==> src/rtl/lzc_norm_pipe.sv <==
// lzc_norm_pipe: left-normalizes an operand using an upstream leading-zero
// count and lowers its biased exponent by the same amount. When the exponent
// cannot absorb the full shift, the result is left denormal (exponent 0).
// Two-stage valid/ready pipeline, one beat per cycle.
//
// Optional feature: define LZC_CHECK_EN to recompute the leading-zero count
// locally and raise a sticky err flag on any disagreement with Z.
module lzc_norm_pipe #(
   parameter int WIDTH = 64,
   parameter int EXP_W = 8
) (
   input  logic                     clk,
   input  logic                     rst,
   input  logic                     in_valid,
   output logic                     in_ready,
   input  logic [WIDTH-1:0]         A,
   input  logic [$clog2(WIDTH):0]   Z,
   input  logic [EXP_W-1:0]         exp_in,
   output logic                     out_valid,
   input  logic                     out_ready,
   output logic [WIDTH-1:0]         M,
   output logic [EXP_W-1:0]         exp_out,
   output logic [$clog2(WIDTH)-1:0] shamt,
   output logic                     zero,
   output logic                     den,
   output logic                     err
);

   localparam int ZW   = $clog2(WIDTH) + 1;
   localparam int SW   = ZW - 1;
   // Common width for the unsigned count-vs-exponent compare.
   localparam int CMPW = (ZW > EXP_W) ? ZW : EXP_W;

   logic             s2_en_s;
   logic             in_fire_s;
   logic [ZW-1:0]    cnt_s;
   logic [SW-1:0]    shamt_d_s;
   logic [EXP_W-1:0] exp_d_s;
   logic             zero_d_s;
   logic             den_d_s;

   logic             s1_valid_r;
   logic [WIDTH-1:0] a_s1_r;
   logic [SW-1:0]    shamt_s1_r;
   logic [EXP_W-1:0] exp_s1_r;
   logic             zero_s1_r;
   logic             den_s1_r;

   // Stage 2 may load whenever its output slot is empty or being drained;
   // stage 1 may load whenever it is empty or moving into stage 2.
   assign s2_en_s   = ~out_valid | out_ready;
   assign in_ready  = ~s1_valid_r | s2_en_s;
   assign in_fire_s = in_valid & in_ready;

   // Effective shift count: an all-zero operand counts as a full-width shift.
   always_comb begin
      cnt_s = {1'b0, Z[ZW-2:0]};
      if (Z[ZW-1]) begin
         cnt_s = ZW'(WIDTH);
      end else begin
         cnt_s = {1'b0, Z[ZW-2:0]};
      end
   end

   // Pick zero / clamp / normal case for the incoming beat.
   always_comb begin
      shamt_d_s = {SW{1'b0}};
      exp_d_s   = {EXP_W{1'b0}};
      zero_d_s  = 1'b0;
      den_d_s   = 1'b0;
      if (Z[ZW-1]) begin
         zero_d_s = 1'b1;
      end else if (CMPW'(cnt_s) > CMPW'(exp_in)) begin
         // Exponent runs out first: shift only by exp_in, result is denormal.
         shamt_d_s = SW'(exp_in);
         den_d_s   = 1'b1;
      end else begin
         shamt_d_s = cnt_s[SW-1:0];
         exp_d_s   = exp_in - EXP_W'(cnt_s);
      end
   end

   // Stage 1 register: capture operand and shift decision on input transfer.
   always_ff @(posedge clk) begin
      if (rst) begin
         s1_valid_r <= 1'b0;
         a_s1_r     <= {WIDTH{1'b0}};
         shamt_s1_r <= {SW{1'b0}};
         exp_s1_r   <= {EXP_W{1'b0}};
         zero_s1_r  <= 1'b0;
         den_s1_r   <= 1'b0;
      end else if (in_fire_s) begin
         s1_valid_r <= 1'b1;
         a_s1_r     <= A;
         shamt_s1_r <= shamt_d_s;
         exp_s1_r   <= exp_d_s;
         zero_s1_r  <= zero_d_s;
         den_s1_r   <= den_d_s;
      end else if (s2_en_s) begin
         s1_valid_r <= 1'b0;
      end
   end

   // Stage 2 register: perform the shift and present the result; holds on stall.
   always_ff @(posedge clk) begin
      if (rst) begin
         out_valid <= 1'b0;
         M         <= {WIDTH{1'b0}};
         exp_out   <= {EXP_W{1'b0}};
         shamt     <= {SW{1'b0}};
         zero      <= 1'b0;
         den       <= 1'b0;
      end else if (s2_en_s) begin
         out_valid <= s1_valid_r;
         if (s1_valid_r) begin
            M       <= a_s1_r << shamt_s1_r;
            exp_out <= exp_s1_r;
            shamt   <= shamt_s1_r;
            zero    <= zero_s1_r;
            den     <= den_s1_r;
         end
      end
   end

`ifdef LZC_CHECK_EN
   // Reference leading-zero count by priority scan from the MSB.
   function automatic logic [SW-1:0] lzc_f(input logic [WIDTH-1:0] v);
      logic found;
      lzc_f = {SW{1'b0}};
      found = 1'b0;
      for (int i = WIDTH - 1; i >= 0; i--) begin
         if (!found && v[i]) begin
            found = 1'b1;
            lzc_f = SW'(WIDTH - 1 - i);
         end
      end
      return lzc_f;
   endfunction

   logic mismatch_s;

   // Compare the supplied count (and all-zero flag) against the local one.
   always_comb begin
      mismatch_s = 1'b0;
      if (A == {WIDTH{1'b0}}) begin
         mismatch_s = ~Z[ZW-1];
      end else begin
         mismatch_s = Z[ZW-1] | (Z[ZW-2:0] != lzc_f(A));
      end
   end

   // Sticky error flag, set by any accepted beat with a bad count.
   always_ff @(posedge clk) begin
      if (rst) begin
         err <= 1'b0;
      end else if (in_fire_s && mismatch_s) begin
         err <= 1'b1;
      end
   end
`else
   assign err = 1'b0;
`endif

endmodule
==> config.mk <==
export PLATFORM = sky130hd
export DESIGN_NAME = lzc_norm_pipe
export DESIGN_NICKNAME = d
export VERILOG_FILES = /design/src/rtl/lzc_norm_pipe.sv
export SDC_FILE = /design/constraint.sdc
export NUM_CORES = 1
export LEC_CHECK = 0
export BUFFER_PORTS_ARGS = -buffer_cell sky130_fd_sc_hd__buf_4
export CAP_MARGIN = 20
export CELL_PAD_IN_SITES_DETAIL_PLACEMENT = 0
export CELL_PAD_IN_SITES_GLOBAL_PLACEMENT = 1
export CORE_UTILIZATION = 45
export CTS_CLUSTER_SIZE = 12
export DETAILED_ROUTE_END_ITERATION = 6
export HOLD_SLACK_MARGIN = 0.15
export MAX_ROUTING_LAYER = met4
export PLACE_DENSITY_LB_ADDON = 0.08
export SLEW_MARGIN = 5
export SYNTH_ARGS = -nofsm -noshare
export SYNTH_HDL_FRONTEND = slang
export SYNTH_SLANG_ARGS = --single-unit
export TNS_END_PERCENT = 1
==> constraint.sdc <==
create_clock -name clk -period 4.15 [get_ports clk]
set_input_delay 0.2075 -clock clk [delete_from_list [all_inputs] [get_ports clk]]
set_output_delay 0.2075 -clock clk [all_outputs]
set_load 0.02 [all_outputs]
After elaboration in Yosys (flattened, before gate mapping) --
Index checks and enable logic that the tools add are counted.
Operators by class: multiplexer cells 10, bitwise operators 5, shift operators 1, reductions and logical operators 2, magnitude comparators 1, add/subtract/negate cells 1
Operator list (count):
- 64-bit by 6-bit left shift with 64-bit output | 1
- 8-bit two-way mux | 2
- 6-bit two-way mux | 2
- 7-bit by 8-bit > comparator with 1-bit output | 1
- 8-bit by 7-bit subtractor with 8-bit output | 1
- 7-bit two-way mux | 1
- 1-bit two-way mux | 5
- 1-bit inverter | 2
- 1-bit bitwise OR | 2
- 2-bit AND reduction | 1
- 2-bit nonzero test | 1
- 1-bit AND | 1
Storage, ports and cells: bits of input ports 83, word-level logic and storage cells 32, flip-flop bits (word level) 162, output and inout port bits 83

Longest topological paths before layout --
depth after elaboration 5, gate-level depth with buffers 11, gate-level depth less buffers 10

Worst setup path before layout --
No wires, ideal clock.
path kind input to register, start input port Z[6], end register exp_s1_r[6], setup time 0.066 ns, required time 4.084 ns, setup slack 1.653 ns, buffers on the path 1, arrival 2.431 ns, stages on the path 10, cell sequence clkbuf_1 nor2b_1 ha_1 fa_1 nor2b_1 o21a_1 o21ai_1 a211oi_1 a32oi_1 nor2_1
Between the ends: longest elaborated chain between the ends 4, elaborated cells between the ends (all ways) 5, those cells by class add/sub: 1; order compare: 1; mux: 3
RTL lines:
- from (decl) | line 17 | input logic [$clog2(WIDTH):0] Z,
- 7-bit two-way mux | line 58 | if (Z[ZW-1]) begin
- 8-bit by 7-bit subtractor with 8-bit output or 7-bit by 8-bit > comparator with 1-bit output (tied branches) | line 79, 73
- 8-bit two-way mux | line 73 | end else if (CMPW'(cnt_s) > CMPW'(exp_in)) begin
- 8-bit two-way mux * | line 71 | if (Z[ZW-1]) begin
- to (signal assigned) | line 89 | exp_s1_r <= {EXP_W{1'b0}};
- to (signal assigned) | line 96 | exp_s1_r <= exp_d_s;
- to (decl) | line 45 | logic [EXP_W-1:0] exp_s1_r;
Every way passes the cells marked *; elsewhere a longest branch is shown, timed or not. A chain may end at the register's enable or synchronous reset.

Worst setup path after layout --
start register shamt_s1_r[0], end register M[53]
Between the ends: longest elaborated chain between the ends 1
RTL lines:
- from (decl) | line 44 | logic [SW-1:0] shamt_s1_r;
- from (signal assigned) | line 88 | shamt_s1_r <= {SW{1'b0}};
- from (signal assigned) | line 95 | shamt_s1_r <= shamt_d_s;
- 64-bit by 6-bit left shift with 64-bit output | line 116 | M <= a_s1_r << shamt_s1_r;
- to (signal assigned) | line 108 | M <= {WIDTH{1'b0}};
- to (signal assigned) | line 116
- to (decl) | line 21 | output logic [WIDTH-1:0] M,
No other way between the ends.

==> results.cfg <==
[worst_setup_path]
crit_path_start_kind = register
crit_required_ns = 4.51
cp.buffers_inverters = 1
crit_path_end_kind = register
cp_slowest_cell = dfxtp_4
cpLargestDelayFamily = compound AO/OA/AOI/OAI gates
worstPathMaxFanout = 58
critPathKind = reg -> reg
path_cells = buf_12 -> mux2i_1 -> or2_2 -> o21ai_0 -> nand2_1 -> a32o_1 -> a211oi_1
slowest_delay_ns = 0.73
crit_arrival_ns = 3.60

[detailed_routing]
top_layer_used = met4
antenna_left = 0
dr.pass1.iters = 6
viasPerCell = 6.22
drt-initial-drc-count = 1478
drt-wirelength-per-cell_um = 24.1
met2_length_um = 18400
wl_met1_um = 18600
wl_met3_um = 3760
drcViolationCount = 0
vias = 10900
drt-total-wl_um = 42200

[power_and_ir_drop]
combPwrFrac = 0.224
pwr-share-seq = 0.399
p_sw_w = 0.00152
vdd_drop_max_v = 0.000217
clock_power_share = 0.377
power.density_nw_per_um2 = 328
p_leak_nw = 5.07
p_int_w = 0.00287
swShare = 0.346

[timing]
rsz0062_at_grt = false
finalHoldViolations = 0
hold_slack_ns = 0.147
relSlewSlack = 0.273
period_minus_slack_ns = 3.24
slew_violations = 0
fin_skew_ns = 0.0165
setup_slack_ns = 0.915
post-route-period-util = 0.780
worstMarginPinSlew_ns = 1.08
fin_tns_setup_ns = 0
timing.fmax_mhz = 309
setup_viol = 0

[hold_path]
hold_path_class = in -> reg

[placed_design]
io_buffers = 164
place_congestion = 1.00
hpwlAfterDp_um = 30600
place_area_um2 = 12100
place_ws_ns = 0.967

[layout]
drive_above_1_share = 0.238
final_cell_area_um2 = 13400
finalNetCount = 1510
nFillCells = 2144
final_common_cell = nand2_1
final_cell_mix = 274 x nand2_1, 188 x buf_4, 157 x dfxtp_1
area_growth_pct = 24.4
diodes = 0

[floorplan]
rows = 56
ios = 166
die_h_um = 157
die_width_um = 157
dieArea_um2 = 24500
initial_utilization = 0.458
core_um2 = 23500

[synth]
synth_top_area_frac = 0.302
synth_area_leaders = dfxtp_1 30%, mux4_2 13%, nand2_1 9.6%
syn_area_per_cell_um2 = 8.62
syn_nets = 1339
synth_cell_types = 76
yosys_warnings = 0
syn_area_um2 = 10700
synth-edff-count = 0
ys_ff_latch = 162
synth_seq_area_share = 0.302
synth.largest_area_cell = dfxtp_1
synthArstFlopShare = 0
syn_inst = 1246
ys.flop_type = dfxtp_1

[cts]
htree_levels = 4
path_clk_slew_ns = 0.08
cts_buffers = 17
clk-insertion-delay-late_ns = 0.45
cts_tree = yes
cts.sinks = 162
cts_buffer_depth = 2
cts_root_buf = clkbuf_16

[run]
maxCapViolations = 0

[global_route]
grt_overflow_total = 0
grt_pass1_wl_um = 63200
grt_max_degree = 86
grtUsageTotal = 0.361
grt_pass1_vias = 9814
antenna_found_initial = 0

[status]
status = finished, final reports clean
## area by class of cell
type / instances / area (µm²) / area share
clock buffer: 17 / 425 / 0.0318
clock inverter: 15 / 179 / 0.0134
inverter: 16 / 60.1 / 0.00449
multi-input combinational: 960 / 6890 / 0.515
sequential: 162 / 3260 / 0.244
tap: 319 / 399 / 0.0299
timing repair buffer: 260 / 2160 / 0.162
## synth_stat cells, types with 13 or more instances
cell and n:
mux2_2 33, nand2_1 276, clkbuf_1 55, buf_2 18, o21ai_0 40, nor2_1 92, mux4_1 13, buf_4 14
a21oi_1 134, a22oi_1 32, mux4_2 61, mux2i_1 57, nor3_1 20, dfxtp_1 162, nand3_1 16
## metrics by stage
stage | cells | total power, W | util
floorplan | 1246 | 0.00232 | -
finish | 1749 | 0.00438 | 0.570
global route | 1749 | 0.00453 | 0.570
CTS | 1748 | 0.00436 | 0.569
detailed placement | 1647 | 0.00268 | 0.513
global placement | 1647 | 0.00269 | 0.513
## registers in the layout, summed over array words and instances, names as in the netlist
name	cells
den	1
shamt_s1_r	6
zero	1
a_s1_r	64
out_valid	1
exp_out	8
den_s1_r	1
zero_s1_r	1
exp_s1_r	8
shamt	6
M	64
s1_valid_r	1
## worst min-delay path, stage by stage
cell and delay, ns:
buf_4 0.11, o21ai_0 0.06, a211o_1 0.12, a21oi_1 0.06
## final timing paths
path	startpoint	to	slack [ns]	cells after the start
min	Z[3]	shamt_s1_r[3]$_SDFFE_PP0P_	0.15	4
max reg2reg	shamt_s1_r[0]$_SDFFE_PP0P_	M[53]$_SDFFE_PP0P_	0.91	7
max	shamt_s1_r[0]$_SDFFE_PP0P_	M[53]$_SDFFE_PP0P_	0.91	7
min reg2reg	M[13]$_SDFFE_PP0P_	M[13]$_SDFFE_PP0P_	0.45	2
## layer usage
| layer | GRT usage | vias up |
|---|---|---|
| li1 | - | 4924 |
| met1 | 0.503 | 5267 |
| met2 | 0.518 | 602 |
| met3 | 0.0681 | 88 |
| met4 | 0.130 | 0 |
| met5 | - | - |
## what timing repair did
action	4_1_cts	5_1_grt
gates resized for setup	0	0
hold buffers	69	0
setup endpoints to repair	0	0
buffers inserted	0	0
hold endpoints to repair	70	0
## logic make-up (layout without fill, tap and decap cells)
| kind of cell | count (synthesis) | count (layout) | synth area share |
|---|---|---|---|
| AOI/OAI and AO/OA | 332 | 332 | 0.201 |
| other | 1 | 1 | 0.000349 |
| buffers and inverters | 124 | 308 | 0.0580 |
| DFF | 162 | 162 | 0.302 |
| adders and majority gates | 10 | 10 | 0.0123 |
| muxes | 169 | 169 | 0.254 |
| and+or+nand+nor | 444 | 444 | 0.169 |
| xor gates and xnor gates | 4 | 4 | 0.00326 |
## power groups by stage
stage / Clock, W / Sequential [W] / Combinational [W]
finish: 0.00165 / 0.00175 / 0.000983
global route: 0.00173 / 0.00176 / 0.00104
CTS: 0.00165 / 0.00175 / 0.000957
detailed placement: 0 / 0.00178 / 0.000903
global placement: 0 / 0.00178 / 0.000907
floorplan: 0 / 0.00174 / 0.000582
(Power assumes the default switching activity.)
